File: src/rtl/regwb_arbiter.sv
// Register-file write-port arbiter: pipeline writeback (port 0) versus a buffered
// multi-cycle result (port 1), with a starvation limit that forces port 1 through.
module regwb_arbiter #(
   parameter int STARVE_LIMIT = 4,
   parameter int DW           = 32
) (
   input  logic          clk,
   input  logic          rst_n,
   input  logic          req0,
   input  logic [4:0]    addr0,
   input  logic [DW-1:0] data0,
   output logic          stall0,
   input  logic          req1,
   input  logic [4:0]    addr1,
   input  logic [DW-1:0] data1,
   output logic          rdy1,
   output logic          sel,
   output logic          we,
   output logic [4:0]    wa,
   output logic [DW-1:0] wd,
   output logic          pend1
);

   localparam logic [3:0] LIMIT_C = 4'(STARVE_LIMIT);

   typedef enum logic [1:0] {
      IDLE  = 2'd0,
      WAIT  = 2'd1,
      FORCE = 2'd2
   } state_t;

   state_t          state_reg, state_next;
   logic [3:0]      cnt_reg, cnt_next;
   logic [4:0]      buf_addr_reg;
   logic [DW-1:0]   buf_data_reg;
   logic            rdy1_reg;
   logic            we_reg, sel_reg;
   logic [4:0]      wa_reg;
   logic [DW-1:0]   wd_reg;
   logic            grant0, grant1, accept;

   assign accept = req1 & rdy1_reg;

   always_comb begin
      state_next = state_reg;
      cnt_next   = cnt_reg;
      grant0     = 1'b0;
      grant1     = 1'b0;
      stall0     = 1'b0;
      case (state_reg)
         IDLE: begin
            grant0 = req0;
         end
         WAIT: begin
            if (req0) begin
               grant0   = 1'b1;
               cnt_next = cnt_reg + 4'd1;
               if (cnt_reg + 4'd1 >= LIMIT_C) state_next = FORCE;
            end else begin
               grant1 = 1'b1;
            end
         end
         FORCE: begin
            grant1 = 1'b1;
            stall0 = req0;
         end
         default: state_next = IDLE;
      endcase
      if (grant1) begin
         state_next = IDLE;
         cnt_next   = 4'd0;
      end
      // A fresh capture always restarts the starvation window.
      if (accept) begin
         state_next = WAIT;
         cnt_next   = 4'd0;
      end
   end

   always_ff @(posedge clk or negedge rst_n) begin
      if (!rst_n) begin
         state_reg    <= IDLE;
         cnt_reg      <= 4'd0;
         rdy1_reg     <= 1'b1;
         buf_addr_reg <= 5'd0;
         buf_data_reg <= '0;
      end else begin
         state_reg <= state_next;
         cnt_reg   <= cnt_next;
         rdy1_reg  <= (state_next == IDLE);
         if (accept) begin
            buf_addr_reg <= addr1;
            buf_data_reg <= data1;
         end
      end
   end

   // Writes to $0 are consumed but never enabled on the register file.
   always_ff @(posedge clk or negedge rst_n) begin
      if (!rst_n) begin
         we_reg  <= 1'b0;
         sel_reg <= 1'b0;
         wa_reg  <= 5'd0;
         wd_reg  <= '0;
      end else if (grant1) begin
         we_reg  <= (buf_addr_reg != 5'd0);
         sel_reg <= 1'b1;
         wa_reg  <= buf_addr_reg;
         wd_reg  <= buf_data_reg;
      end else if (grant0) begin
         we_reg  <= (addr0 != 5'd0);
         sel_reg <= 1'b0;
         wa_reg  <= addr0;
         wd_reg  <= data0;
      end else begin
         we_reg  <= 1'b0;
      end
   end

   assign rdy1  = rdy1_reg;
   assign pend1 = (state_reg != IDLE);
   assign we    = we_reg;
   assign sel   = sel_reg;
   assign wa    = wa_reg;
   assign wd    = wd_reg;

endmodule

File: config.mk
export PLATFORM = sky130hd
export DESIGN_NAME = regwb_arbiter
export DESIGN_NICKNAME = d
export VERILOG_FILES = /design/src/rtl/regwb_arbiter.sv
export SDC_FILE = /design/constraint.sdc
export NUM_CORES = 1
export LEC_CHECK = 0
export ABC_CLOCK_PERIOD_IN_PS = 1900
export CAP_MARGIN = 20
export CELL_PAD_IN_SITES_DETAIL_PLACEMENT = 1
export CELL_PAD_IN_SITES_GLOBAL_PLACEMENT = 1
export CORE_UTILIZATION = 35
export DETAILED_ROUTE_END_ITERATION = 16
export GPL_TIMING_DRIVEN = 0
export PLACE_DENSITY_LB_ADDON = 0.1
export RECOVER_POWER = 50
export REMOVE_ABC_BUFFERS = 1
export SLEW_MARGIN = 20
export SYNTH_ARGS = -nofsm -noshare
export SYNTH_HDL_FRONTEND = slang
export SYNTH_SLANG_ARGS = --single-unit
File: constraint.sdc
create_clock -name clk -period 1.9 [get_ports clk]
set_clock_uncertainty 0.1 [all_clocks]
set_input_delay 0.38 -clock clk [delete_from_list [all_inputs] [get_ports clk]]
set_output_delay 0.38 -clock clk [all_outputs]
set_load 0.03 [all_outputs]
==> qor.txt, run 1 <==
PLACED DESIGN
-----------------------------------------------------------------------------------------
Buffers on Ports                                                                      119
Placed cell area                                                              0.00506 mm²
HPWL after detailed placement                                                     6.16 mm
Number of cells in the design after placement                                         540
GPL Wtd Cong                                                                        0.798

ROUTING
-----------------------------------------------------------------------------------------
Routed wire length                                                                9.32 mm
Drc violations                                                                          0
Drt pass-1 iters                                                                        4
Antenna Nets Post-Route                                                                 0
DR vias                                                                              2738
Drt wl/cell                                                                       16.3 µm
Via count normalized by instance count                                               4.80
Initial DRC count                                                                      66

FLOORPLANNING
-----------------------------------------------------------------------------------------
Core Footprint                                                                0.00986 mm²
Initial standard-cell utilization of the core                                       0.363
Rows                                                                                   36
Count of pins on the block boundary                                                   120
Die Height                                                                         103 µm
Die boundary width                                                                 103 µm
Total die area                                                                 0.0107 mm²

LOGIC SYNTHESIS
-----------------------------------------------------------------------------------------
Proportion of register bits with asynchronous set or reset after synthesis           1.00
Synth warn                                                                              0
Portion of the post-synthesis area used by sequential elements                      0.580
Commonest cells in the netlist                                               82 x sky130_fd_sc_hd__dfrtp_1, 45 x sky130_fd_sc_hd__nor2_1, 41 x sky130_fd_sc_hd__a21oi_1
Primary flip-flop cell chosen by synthesis mapping                           sky130_fd_sc_hd__dfrtp_1
Ranking of synthesized cells by area                                         sky130_fd_sc_hd__dfrtp_1 57%, sky130_fd_sc_hd__mux2_2 12%, sky130_fd_sc_hd__mux2i_1 10%
Gate count after technology mapping                                                   297
Number of enable-type register cells in the synthesized netlist                         0
Avg Cell Area, Syn                                                               12.1 µm²
Count of state elements after synthesis                                                83
Area of the mapped netlist                                                    0.00358 mm²
Largest area contributor in the netlist                                      sky130_fd_sc_hd__dfrtp_1
Most repeated cell in the gate-level netlist after synthesis                 sky130_fd_sc_hd__dfrtp_1
Synth top area share                                                                0.572
Netlist cell types                                                                     27

STA
-----------------------------------------------------------------------------------------
Post-Route Setup TNS                                                                 0 ps
Min Clock Period, post-route                                                      1850 ps
Setup violators final                                                                   0
F_max                                                                             540 MHz
Tightest slew margin relative to the limit                                          0.388
Actual transition at the worst max-transition pin                                  918 ps
Max-slew violation count                                                                0
Final worst-path cycle share                                                        0.974
Final Hold Vio Count                                                                    0

CELLS AND AREA
-----------------------------------------------------------------------------------------
Number of inserted diodes                                                               0
Total Nets Final                                                                      516
Share of cells above drive strength 1                                               0.203
Non-Filler Instances                                                                  571
Post-layout instance area                                                     0.00552 mm²
Final standard cell utilization of the core                                         0.559
Signed area change from the synthesized netlist to the final layout                 54.0%

GLOBAL ROUTE
-----------------------------------------------------------------------------------------
Pin count of the biggest net entering global routing                                   52
Number of global-route vias before repair                                            2863
Overall overflow remaining after global route                                           0
Total routing resource utilization after global routing                             0.178
First-pass GRT wire length                                                        14.1 mm
Number of antenna violations at the first check in global routing                       0

CRITICAL PATH
-----------------------------------------------------------------------------------------
Worst stage delay on the critical path                                             670 ps
Buffering stage count on the worst path with inverters included                         1
Register-to-register setup slack                                                    70 ps
Critical path data required time                                                  1420 ps
Data arrival time of the critical path                                            1370 ps
Crit Path Class                                                                   reg2out
CP Launch Type                                                                  flip-flop
Max Fanout on Critical Path                                                             2
Worst reg2reg path depth                                                                8
Critical path capture point type                                              output port
Cell family with the largest share of critical-path delay                    buffers and inverters
Cell with the largest stage delay on the worst path                          sky130_fd_sc_hd__clkdlybuf4s50_1
Stages on the worst setup path                                                          1
Crit-path cells                                                              clkdlybuf4s50_1

CTS
-----------------------------------------------------------------------------------------
Clock slew seen by the registers of the worst setup and hold paths                  80 ps
CTS Buf Count                                                                           9
CTS tree                                                                              yes
Clock network latency to the later pin of the worst-skew pair                      340 ps
Buffer type at the clock tree root                                           sky130_fd_sc_hd__clkbuf_8
Number of H-tree levels                                                                 3
TritonCTS Sinks                                                                        83
Clk buf depth                                                                           2

STATUS
-----------------------------------------------------------------------------------------
Status                                                                          completed

FLOW RUN
-----------------------------------------------------------------------------------------
MaxCap Viol Count                                                                       0

POWER
-----------------------------------------------------------------------------------------
Post-route total power                                                          0.00879 W
Pleak                                                                             2.61 nW
Pwr per Cell Area                                                             1590 mW/mm²
IR Drop Worst-Case VDD                                                             837 µV

HOLD PATH
-----------------------------------------------------------------------------------------
Min-Delay Path Class                                                              reg2reg
Instance count along the most critical hold path                                        2

[worst register-to-register path, stage by stage (launching register included)]
cell,delay (ps)
sky130_fd_sc_hd__dfrtp_2,410
sky130_fd_sc_hd__inv_2,80
sky130_fd_sc_hd__ha_4,190
sky130_fd_sc_hd__nor2b_4,140
sky130_fd_sc_hd__o21ai_4,190
sky130_fd_sc_hd__buf_12,130
sky130_fd_sc_hd__buf_12,170
sky130_fd_sc_hd__nand2_4,90
sky130_fd_sc_hd__o211a_1,260
[through the flow]
| step | worst slack (ps) | hold slack, ps |
|---|---|---|
| floorplan | -902 | -15.6 |
| global placement | -2820 | 362 |
| detailed placement | -465 | 264 |
| CTS | -50.4 | 382 |
| global route | -2.61 | 423 |
| finish | 49.8 | 376 |
[layer usage]
metal / up-vias / wire (µm) / global-route usage
li1: 1297 / - / -
met1: 1349 / 4010 / 0.217
met2: 78 / 4740 / 0.307
met3: 14 / 430 / 0.0390
met4: 0 / 141 / 0.0693
met5: - / 0 / 0
[report_power, final]
part	internal (W)	total (W)	switching [W]	leakage [nW]
clock network	0.000738	0.00138	0.000642	0.103
logic	0.00208	0.00429	0.00222	1.54
registers	0.00265	0.00312	0.000467	0.967
[cell families after synthesis]
family / count (synthesis) / synth area share
buffers and inverters: 20 / 0.0262
xor gates and xnor gates: 3 / 0.00733
muxes: 74 / 0.220
DFF: 83 / 0.580
and+or+nand+nor: 64 / 0.0723
adders and majority gates: 5 / 0.0175
AOI/OAI and AO/OA: 48 / 0.0775
[worst paths after layout]
| check | start | to |
|---|---|---|
| setup / recovery | wa[4]$_DFFE_PN0P_ | wa[4] |
| hold / removal | sel$_DFFE_PN0P_ | sel$_DFFE_PN0P_ |
| setup reg to reg | state_reg[1]$_DFF_PN0_ | rdy1$_DFF_PN1_ |
| hold reg to reg | sel$_DFFE_PN0P_ | sel$_DFFE_PN0P_ |
| max in group asynchronous | rst_n | wd[31]$_DFFE_PN0P_ |
| min in group asynchronous | rst_n | buf_data_reg[26]$_DFFE_PN0P_ |
[area by class of cell]
type                    count  area (µm²)
multi-input cells         194        1480
clock buffers              11         131
fillers                   996        4350
well taps                 133         166
flip-flops and latches     83        2080
inverters                   4        17.5
repair buffers            141        1570
clock inverters             5        77.6
[placed cells by master (no fill, tap or decap), drive strengths merged, types with 2 or more instances in the layout]
master          n
clkdlybuf4s50  89
dfrtp          82
nor2           45
a21oi          41
mux2i          37
mux2           37
dlymetal6s2s   21
buf            21
clkbuf         18
nand2           9
ha              5
nand3           4
inv             4
o21ai           3
nor3            2
xor2            2
clkinv          2
bufinv          2
dlygate4sd2     2
[timing repair]
item	CTS	global route
hold endpoints to repair	31	0
setup buffers	7	6
cloned	0	2
setup endpoints to repair	49	61
hold buffers	1	0
pin swaps	2	1
resized for setup	21	36
(Power assumes the default switching activity.)
==> run 2, diff against run 1 <==
==> constraint.sdc (replaced) <==
create_clock -name clk -period 1.9 [get_ports clk]
set_clock_uncertainty 0.1 [all_clocks]
set_input_delay 0.285 -clock clk [delete_from_list [all_inputs] [get_ports clk]]
set_output_delay 0.285 -clock clk [all_outputs]
set_load 0.03 [all_outputs]
==> run 2 against run 1 <==
Flip-flop and latch count unchanged. Critical path depth rose by 3. Register-to-register slack is essentially flat. Worst hold slack better by 1.7 ps. Setup slack improved by 15 ps. Cell area increased by 0.32%. First-iteration DRC count increased by 36%. Sequential share of layout area fell by 0.14 points. Clock-buffer cell count is the same. Utilization up 0.18 points. Clock power barely moved. Sequential power barely moved. Critical path type unchanged. Highest routed layer unchanged.
==> qor.txt, run 2 (synthesis gave the netlist of run 1 again) <==
CELLS AND AREA
----------------------------------------------------------------------------------
Total Nets Final                                                               521
Share of cells above drive strength 1                                        0.214
Non-Filler Instances                                                           576
Leading cell type in the layout, fill and taps excluded               sky130_fd_sc_hd__clkdlybuf4s50_1
Area occupied by registers                                             0.00208 mm²
Fill cell count                                                               1007
Area taken by multi-input logic gates                                  0.00146 mm²
Signed area change from the synthesized netlist to the final layout          54.5%
Post-layout instance area                                              0.00554 mm²
Number of inserted diodes                                                        0
Most frequent cells in the layout                                     115 x sky130_fd_sc_hd__clkdlybuf4s50_1, 81 x sky130_fd_sc_hd__dfrtp_1, 45 x sky130_fd_sc_hd__nor2_1

GLOBAL ROUTE
----------------------------------------------------------------------------------
Pin count of the biggest net entering global routing                            52
Overall overflow remaining after global route                                    0
Number of global-route vias before repair                                     2779
Number of antenna violations at the first check in global routing                0
Total routing resource utilization after global routing                      0.174
First-pass GRT wire length                                                 13.8 mm

PLACED DESIGN
----------------------------------------------------------------------------------
Number of cells in the design after placement                                  540
Placed cell area                                                       0.00506 mm²
GPL Wtd Cong                                                                 0.798
Buffers on Ports                                                               119
Post-placement worst setup slack                                           -370 ps
HPWL after detailed placement                                              6.16 mm

ROUTING
----------------------------------------------------------------------------------
Initial DRC count                                                               90
Via count normalized by instance count                                        4.78
Drc violations                                                                   0
Drt wl/cell                                                                16.7 µm
DR vias                                                                       2755
Antenna Nets Post-Route                                                          0
Routed wire length                                                         9.62 mm
Drt pass-1 iters                                                                 4

CRITICAL PATH
----------------------------------------------------------------------------------
Crit Path Class                                                            reg2out
Max Fanout on Critical Path                                                      4
CP Launch Type                                                           flip-flop
Critical path data required time                                           1510 ps
Critical path capture point type                                       output port
Data arrival time of the critical path                                     1450 ps

STA
----------------------------------------------------------------------------------
Min Clock Period, post-route                                               1830 ps
Setup repair after global routing missed its margin                           true
Final Hold Vio Count                                                             0
Actual transition at the worst max-transition pin                           868 ps
Max-slew violation count                                                         0
Final worst-path cycle share                                                 0.966
Worst setup margin                                                         65.1 ps
Setup violators final                                                            0
Worst hold slack                                                            377 ps
Tightest slew margin relative to the limit                                   0.422
F_max                                                                      545 MHz

FLOORPLANNING
----------------------------------------------------------------------------------
Die boundary width                                                          103 µm
Initial standard-cell utilization of the core                                0.363
Rows                                                                            36
Core Footprint                                                         0.00986 mm²
Count of pins on the block boundary                                            120
Die Height                                                                  103 µm
Total die area                                                          0.0107 mm²

POWER
----------------------------------------------------------------------------------
Pleak                                                                      2.47 nW
Pwr per Cell Area                                                      1630 mW/mm²
IR Drop Worst-Case VDD                                                      694 µV

CTS
----------------------------------------------------------------------------------
Clock slew seen by the registers of the worst setup and hold paths           90 ps
TritonCTS Sinks                                                                 83
Clk buf depth                                                                    2
Number of H-tree levels                                                          3
Buffer type at the clock tree root                                    sky130_fd_sc_hd__clkbuf_8
Clock network latency to the later pin of the worst-skew pair               340 ps
CTS tree                                                                       yes
CTS Buf Count                                                                    9

STATUS
----------------------------------------------------------------------------------
Status                                                                   completed

HOLD PATH
----------------------------------------------------------------------------------
Min-Delay Path Class                                                       reg2reg

FLOW RUN
----------------------------------------------------------------------------------
MaxCap Viol Count                                                                0

-- run 2: cell types whose count changed in the layout (fill, tap and decap cells not counted), moves of 2 or more --
| cell | before | now |
|---|---|---|
| sky130_fd_sc_hd__clkbuf_4 | 0 | 2 |
| sky130_fd_sc_hd__buf_12 | 4 | 2 |
| sky130_fd_sc_hd__mux2i_1 | 37 | 35 |
| sky130_fd_sc_hd__dlymetal6s2s_1 | 21 | 0 |
| sky130_fd_sc_hd__clkbuf_16 | 2 | 5 |
| sky130_fd_sc_hd__clkbuf_1 | 6 | 2 |
| sky130_fd_sc_hd__clkdlybuf4s50_1 | 89 | 115 |
| sky130_fd_sc_hd__ha_4 | 3 | 1 |
| sky130_fd_sc_hd__buf_4 | 8 | 11 |
| sky130_fd_sc_hd__ha_2 | 0 | 2 |
| sky130_fd_sc_hd__mux2i_2 | 0 | 2 |
-- run 2: layout make-up --
type                            instances  area share
Timing Repair Buffer                  146       0.291
Clock buffer                           11      0.0237
Multi-Input combinational cell        194       0.263
Clock inverter                          5      0.0140
Tap cell                              133      0.0301
Sequential cell                        83       0.376
Inverter                                4     0.00271
-- run 2: path summary, 6_finish.rpt --
| path | from | endpoint | slack (ps) | depth (start not counted) |
|---|---|---|---|---|
| setup / recovery | state_reg[0]$_DFF_PN0_ | pend1 | 70 | 4 |
| hold / removal | sel$_DFFE_PN0P_ | sel$_DFFE_PN0P_ | 380 | 2 |
| setup reg to reg | state_reg[1]$_DFF_PN0_ | rdy1$_DFF_PN1_ | 70 | 8 |
| hold reg to reg | sel$_DFFE_PN0P_ | sel$_DFFE_PN0P_ | 380 | 2 |
| max in group asynchronous | rst_n | buf_addr_reg[2]$_DFFE_PN0P_ | 260 | 3 |
| min in group asynchronous | rst_n | buf_data_reg[26]$_DFFE_PN0P_ | 480 | 2 |
-- run 2: layer usage --
| metal | track usage | vias up | part of all wire |
|---|---|---|---|
| li1 | - | 1306 | - |
| met1 | 0.222 | 1364 | 0.43 |
| met2 | 0.294 | 78 | 0.52 |
| met3 | 0.0363 | 7 | 0.046 |
| met4 | 0.0618 | 0 | 0.0094 |
| met5 | 0 | - | 0 |
-- run 2: power by group --
part,switching [W],internal [W],total (W)
Combinational,0.00225,0.00227,0.00451
Sequential,0.000479,0.00265,0.00313
Clock,0.000645,0.000738,0.00138
Total,0.00337,0.00566,0.00903
-- run 2: per-stage QoR --
stage,TNS (ps),power (W),util
finish,0,0.00903,0.561
global route,-268,0.00960,0.561
CTS,-532,0.00877,0.543
detailed placement,-10790,0.00729,0.513
global placement,-333800,0.00699,0.493
floorplan,-43740,0.00553,-
-- run 2: critical path, stage by stage (launching register included) --
cell and delay [ps]:
sky130_fd_sc_hd__dfrtp_2 450, sky130_fd_sc_hd__inv_2 100, sky130_fd_sc_hd__ha_2 240, sky130_fd_sc_hd__inv_1 50, sky130_fd_sc_hd__clkdlybuf4s15_2 270
-- run 2: repair_timing --
action	CTS	global route
buffers inserted	6	8
pin swaps	2	1
endpoints found under the setup margin	48	44
gates cloned	0	5
endpoints found under the hold margin	31	0
hold buffers	1	0
gates resized for setup	11	12
==> run 3, diff against run 2 <==
--- a/config.mk
+++ b/config.mk
@@ -5,8 +5,8 @@
 export SDC_FILE = /design/constraint.sdc
 export NUM_CORES = 1
 export LEC_CHECK = 0
-export ABC_CLOCK_PERIOD_IN_PS = 1900
-export CAP_MARGIN = 20
+export ABC_CLOCK_PERIOD_IN_PS = 2000
+export CAP_MARGIN = 10
 export CELL_PAD_IN_SITES_DETAIL_PLACEMENT = 1
 export CELL_PAD_IN_SITES_GLOBAL_PLACEMENT = 1
 export CORE_UTILIZATION = 35
==> constraint.sdc (replaced) <==
create_clock -name clk -period 2 [get_ports clk]
set_clock_uncertainty 0.1 [all_clocks]
set_input_delay 0.3 -clock clk [delete_from_list [all_inputs] [get_ports clk]]
set_output_delay 0.3 -clock clk [all_outputs]
set_load 0.03 [all_outputs]
==> run 3 against run 2 <==
Clock-buffer cell count stayed put. Via count decreased by 2.6%. Cell area shrank 2.9%. Register-to-register slack hardly changed. Global-route usage is 0.068 points higher. Non-clock buffer count fell by 12. Clock power is 6% lower. Wire length fell by 7.4%. Total power shrank 8.3%. Largest power group unchanged.
==> qor.txt, run 3 (synthesis gave the netlist of run 1 again) <==
CRITICAL PATH
----------------------------------------------------------------------------------
Critical path data required time                                           1600 ps
Max Fanout on Critical Path                                                      2
Register-to-register setup slack                                             80 ps
Worst reg2reg path depth                                                         7
Critical path capture point type                                       output port
Cell family with the largest share of critical-path delay             buffers and inverters
Stages on the worst setup path                                                   1
Crit-path cells                                                       clkdlybuf4s50_1
CP Launch Type                                                           flip-flop
Worst stage delay on the critical path                                      660 ps
Crit Path Class                                                            reg2out
Buffering stage count on the worst path with inverters included                  1
Reg2Reg Launch Point                                                  state_reg[1]$_DFF_PN0_
Reg-to-reg endpoint                                                   wd[21]$_DFFE_PN0P_
Cell with the largest stage delay on the worst path                   sky130_fd_sc_hd__clkdlybuf4s50_1
Data arrival time of the critical path                                     1530 ps

CELLS AND AREA
----------------------------------------------------------------------------------
Total Nets Final                                                               509
Number of inserted diodes                                                        0
Signed area change from the synthesized netlist to the final layout          49.9%
Most frequent cells in the layout                                     116 x sky130_fd_sc_hd__clkdlybuf4s50_1, 82 x sky130_fd_sc_hd__dfrtp_1, 45 x sky130_fd_sc_hd__nor2_1
Share of cells above drive strength 1                                        0.179
Leading cell type in the layout, fill and taps excluded               sky130_fd_sc_hd__clkdlybuf4s50_1
Fill cell count                                                               1016
Post-layout instance area                                              0.00537 mm²

STA
----------------------------------------------------------------------------------
Setup violators final                                                            0
Min Clock Period, post-route                                               1930 ps
Setup repair after global routing missed its margin                           true
Final Hold Vio Count                                                             0
Final worst-path cycle share                                                 0.967
Max-slew violation count                                                         0
F_max                                                                      517 MHz
Post-Route Setup TNS                                                          0 ps
Tightest slew margin relative to the limit                                   0.430
Actual transition at the worst max-transition pin                           855 ps
Worst hold slack                                                            381 ps

ROUTING
----------------------------------------------------------------------------------
Via count normalized by instance count                                        4.76
DR vias                                                                       2682
Antenna Nets Post-Route                                                          0
Drt wl/cell                                                                15.8 µm
Initial DRC count                                                               66
Drc violations                                                                   0
Routed wire length                                                         8.91 mm
Drt pass-1 iters                                                                 4

POWER
----------------------------------------------------------------------------------
Internal power contribution                                              0.00520 W
Pleak                                                                      2.39 nW
IR Drop Worst-Case VDD                                                      655 µV
Pwr per Cell Area                                                      1540 mW/mm²
Switching power share of the total                                           0.372
Reg power frac                                                               0.358
Power spent charging and discharging nets                                0.00308 W
Proportion of power drawn by combinational gates                             0.486
Clock power share                                                            0.156

GLOBAL ROUTE
----------------------------------------------------------------------------------
Overall overflow remaining after global route                                    0
Number of global-route vias before repair                                     2784
First-pass GRT wire length                                                 14.0 mm
Total routing resource utilization after global routing                      0.175
Pin count of the biggest net entering global routing                            52
Number of antenna violations at the first check in global routing                0

FLOORPLANNING
----------------------------------------------------------------------------------
Total die area                                                          0.0107 mm²
Rows                                                                            36
Count of pins on the block boundary                                            120
Die boundary width                                                          103 µm
Initial standard-cell utilization of the core                                0.363
Die Height                                                                  103 µm
Core Footprint                                                         0.00986 mm²

HOLD PATH
----------------------------------------------------------------------------------
Instance count along the most critical hold path                                 2
Min-Delay Path Class                                                       reg2reg
Sink of the worst hold path                                           sel$_DFFE_PN0P_
Critical hold path startpoint                                         sel$_DFFE_PN0P_

CTS
----------------------------------------------------------------------------------
Clk buf depth                                                                    2
TritonCTS Sinks                                                                 83
Clock network latency to the later pin of the worst-skew pair               340 ps
CTS tree                                                                       yes
CTS Buf Count                                                                    9
Buffer type at the clock tree root                                    sky130_fd_sc_hd__clkbuf_8
Number of H-tree levels                                                          3
Clock slew seen by the registers of the worst setup and hold paths           80 ps

PLACED DESIGN
----------------------------------------------------------------------------------
GPL Wtd Cong                                                                 0.798
Buffers on Ports                                                               119
Placed cell area                                                       0.00506 mm²
HPWL after detailed placement                                              6.18 mm

STATUS
----------------------------------------------------------------------------------
Status                                                                   completed

FLOW RUN
----------------------------------------------------------------------------------
MaxCap Viol Count                                                                0

run 3: timing repair:
action | 4_1_cts | 5_1_grt
hold endpoints to repair | 31 | 0
buffers inserted | 5 | 1
gates cloned | 1 | 0
gates resized for setup | 7 | 6
pin swaps | 2 | 1
endpoints found under the setup margin | 45 | 31
hold buffers | 1 | 0
run 3: worst register-to-register path: stages (launching register included):
cell and delay, ps:
sky130_fd_sc_hd__dfrtp_1 400, sky130_fd_sc_hd__inv_1 110, sky130_fd_sc_hd__ha_4 200, sky130_fd_sc_hd__nor2b_1 160, sky130_fd_sc_hd__o21ai_4 290, sky130_fd_sc_hd__buf_4 200
sky130_fd_sc_hd__bufbuf_16 280, sky130_fd_sc_hd__a21oi_1 80
run 3: final cells by class:
cell class | count | area (µm²) | area share
Timing Repair Buffer | 134 | 1460 | 0.271
Clock inverter | 5 | 77.6 | 0.0144
Inverter | 4 | 15.0 | 0.00279
Tap cell | 133 | 166 | 0.0310
Clock buffer | 11 | 131 | 0.0244
Multi-Input combinational cell | 194 | 1450 | 0.270
Sequential cell | 83 | 2080 | 0.387
run 3: worst max-delay path by stage:
stage | slack [ps] | startpoint | end
6_report | 70 | rdy1$_DFF_PN1_ | rdy1
5_1_grt | -30 | state_reg[1]$_DFF_PN0_ | wd[9]$_DFFE_PN0P_
4_1_cts | 20 | state_reg[0]$_DFF_PN0_ | pend1
3_5_place_dp | -280 | req0 | rdy1$_DFF_PN1_
3_3_place_gp | -2640 | rst_n | buf_data_reg[14]$_DFFE_PN0P_
2_1_floorplan | -800 | state_reg[1]$_DFF_PN0_ | wa[0]$_DFFE_PN0P_
run 3: power groups by stage:
stage	clock network, W	registers (W)	logic [W]
3_3_place_gp	0	0.00295	0.00368
6_report	0.00130	0.00296	0.00402
2_1_floorplan	0	0.00374	0.00151
3_5_place_dp	0	0.00300	0.00393
5_1_grt	0.00141	0.00308	0.00434
4_1_cts	0.00135	0.00297	0.00407
run 3: routing by layer:
layer	share of wire	wire length, µm	up-vias	GRT usage
li1	-	-	1281	-
met1	0.45	4000	1324	0.226
met2	0.50	4440	69	0.293
met3	0.042	371	8	0.0349
met4	0.011	98	0	0.0607
met5	0	0	-	0
run 3: through the flow:
step                power (W)  instances  worst slack (ps)   util
floorplan             0.00526        281              -802      -
global placement      0.00664        533             -2640  0.493
finish                0.00828        564              65.9  0.545
global route          0.00884        564             -31.0  0.545
CTS                   0.00840        563              17.1  0.545
detailed placement    0.00692        540              -279  0.513
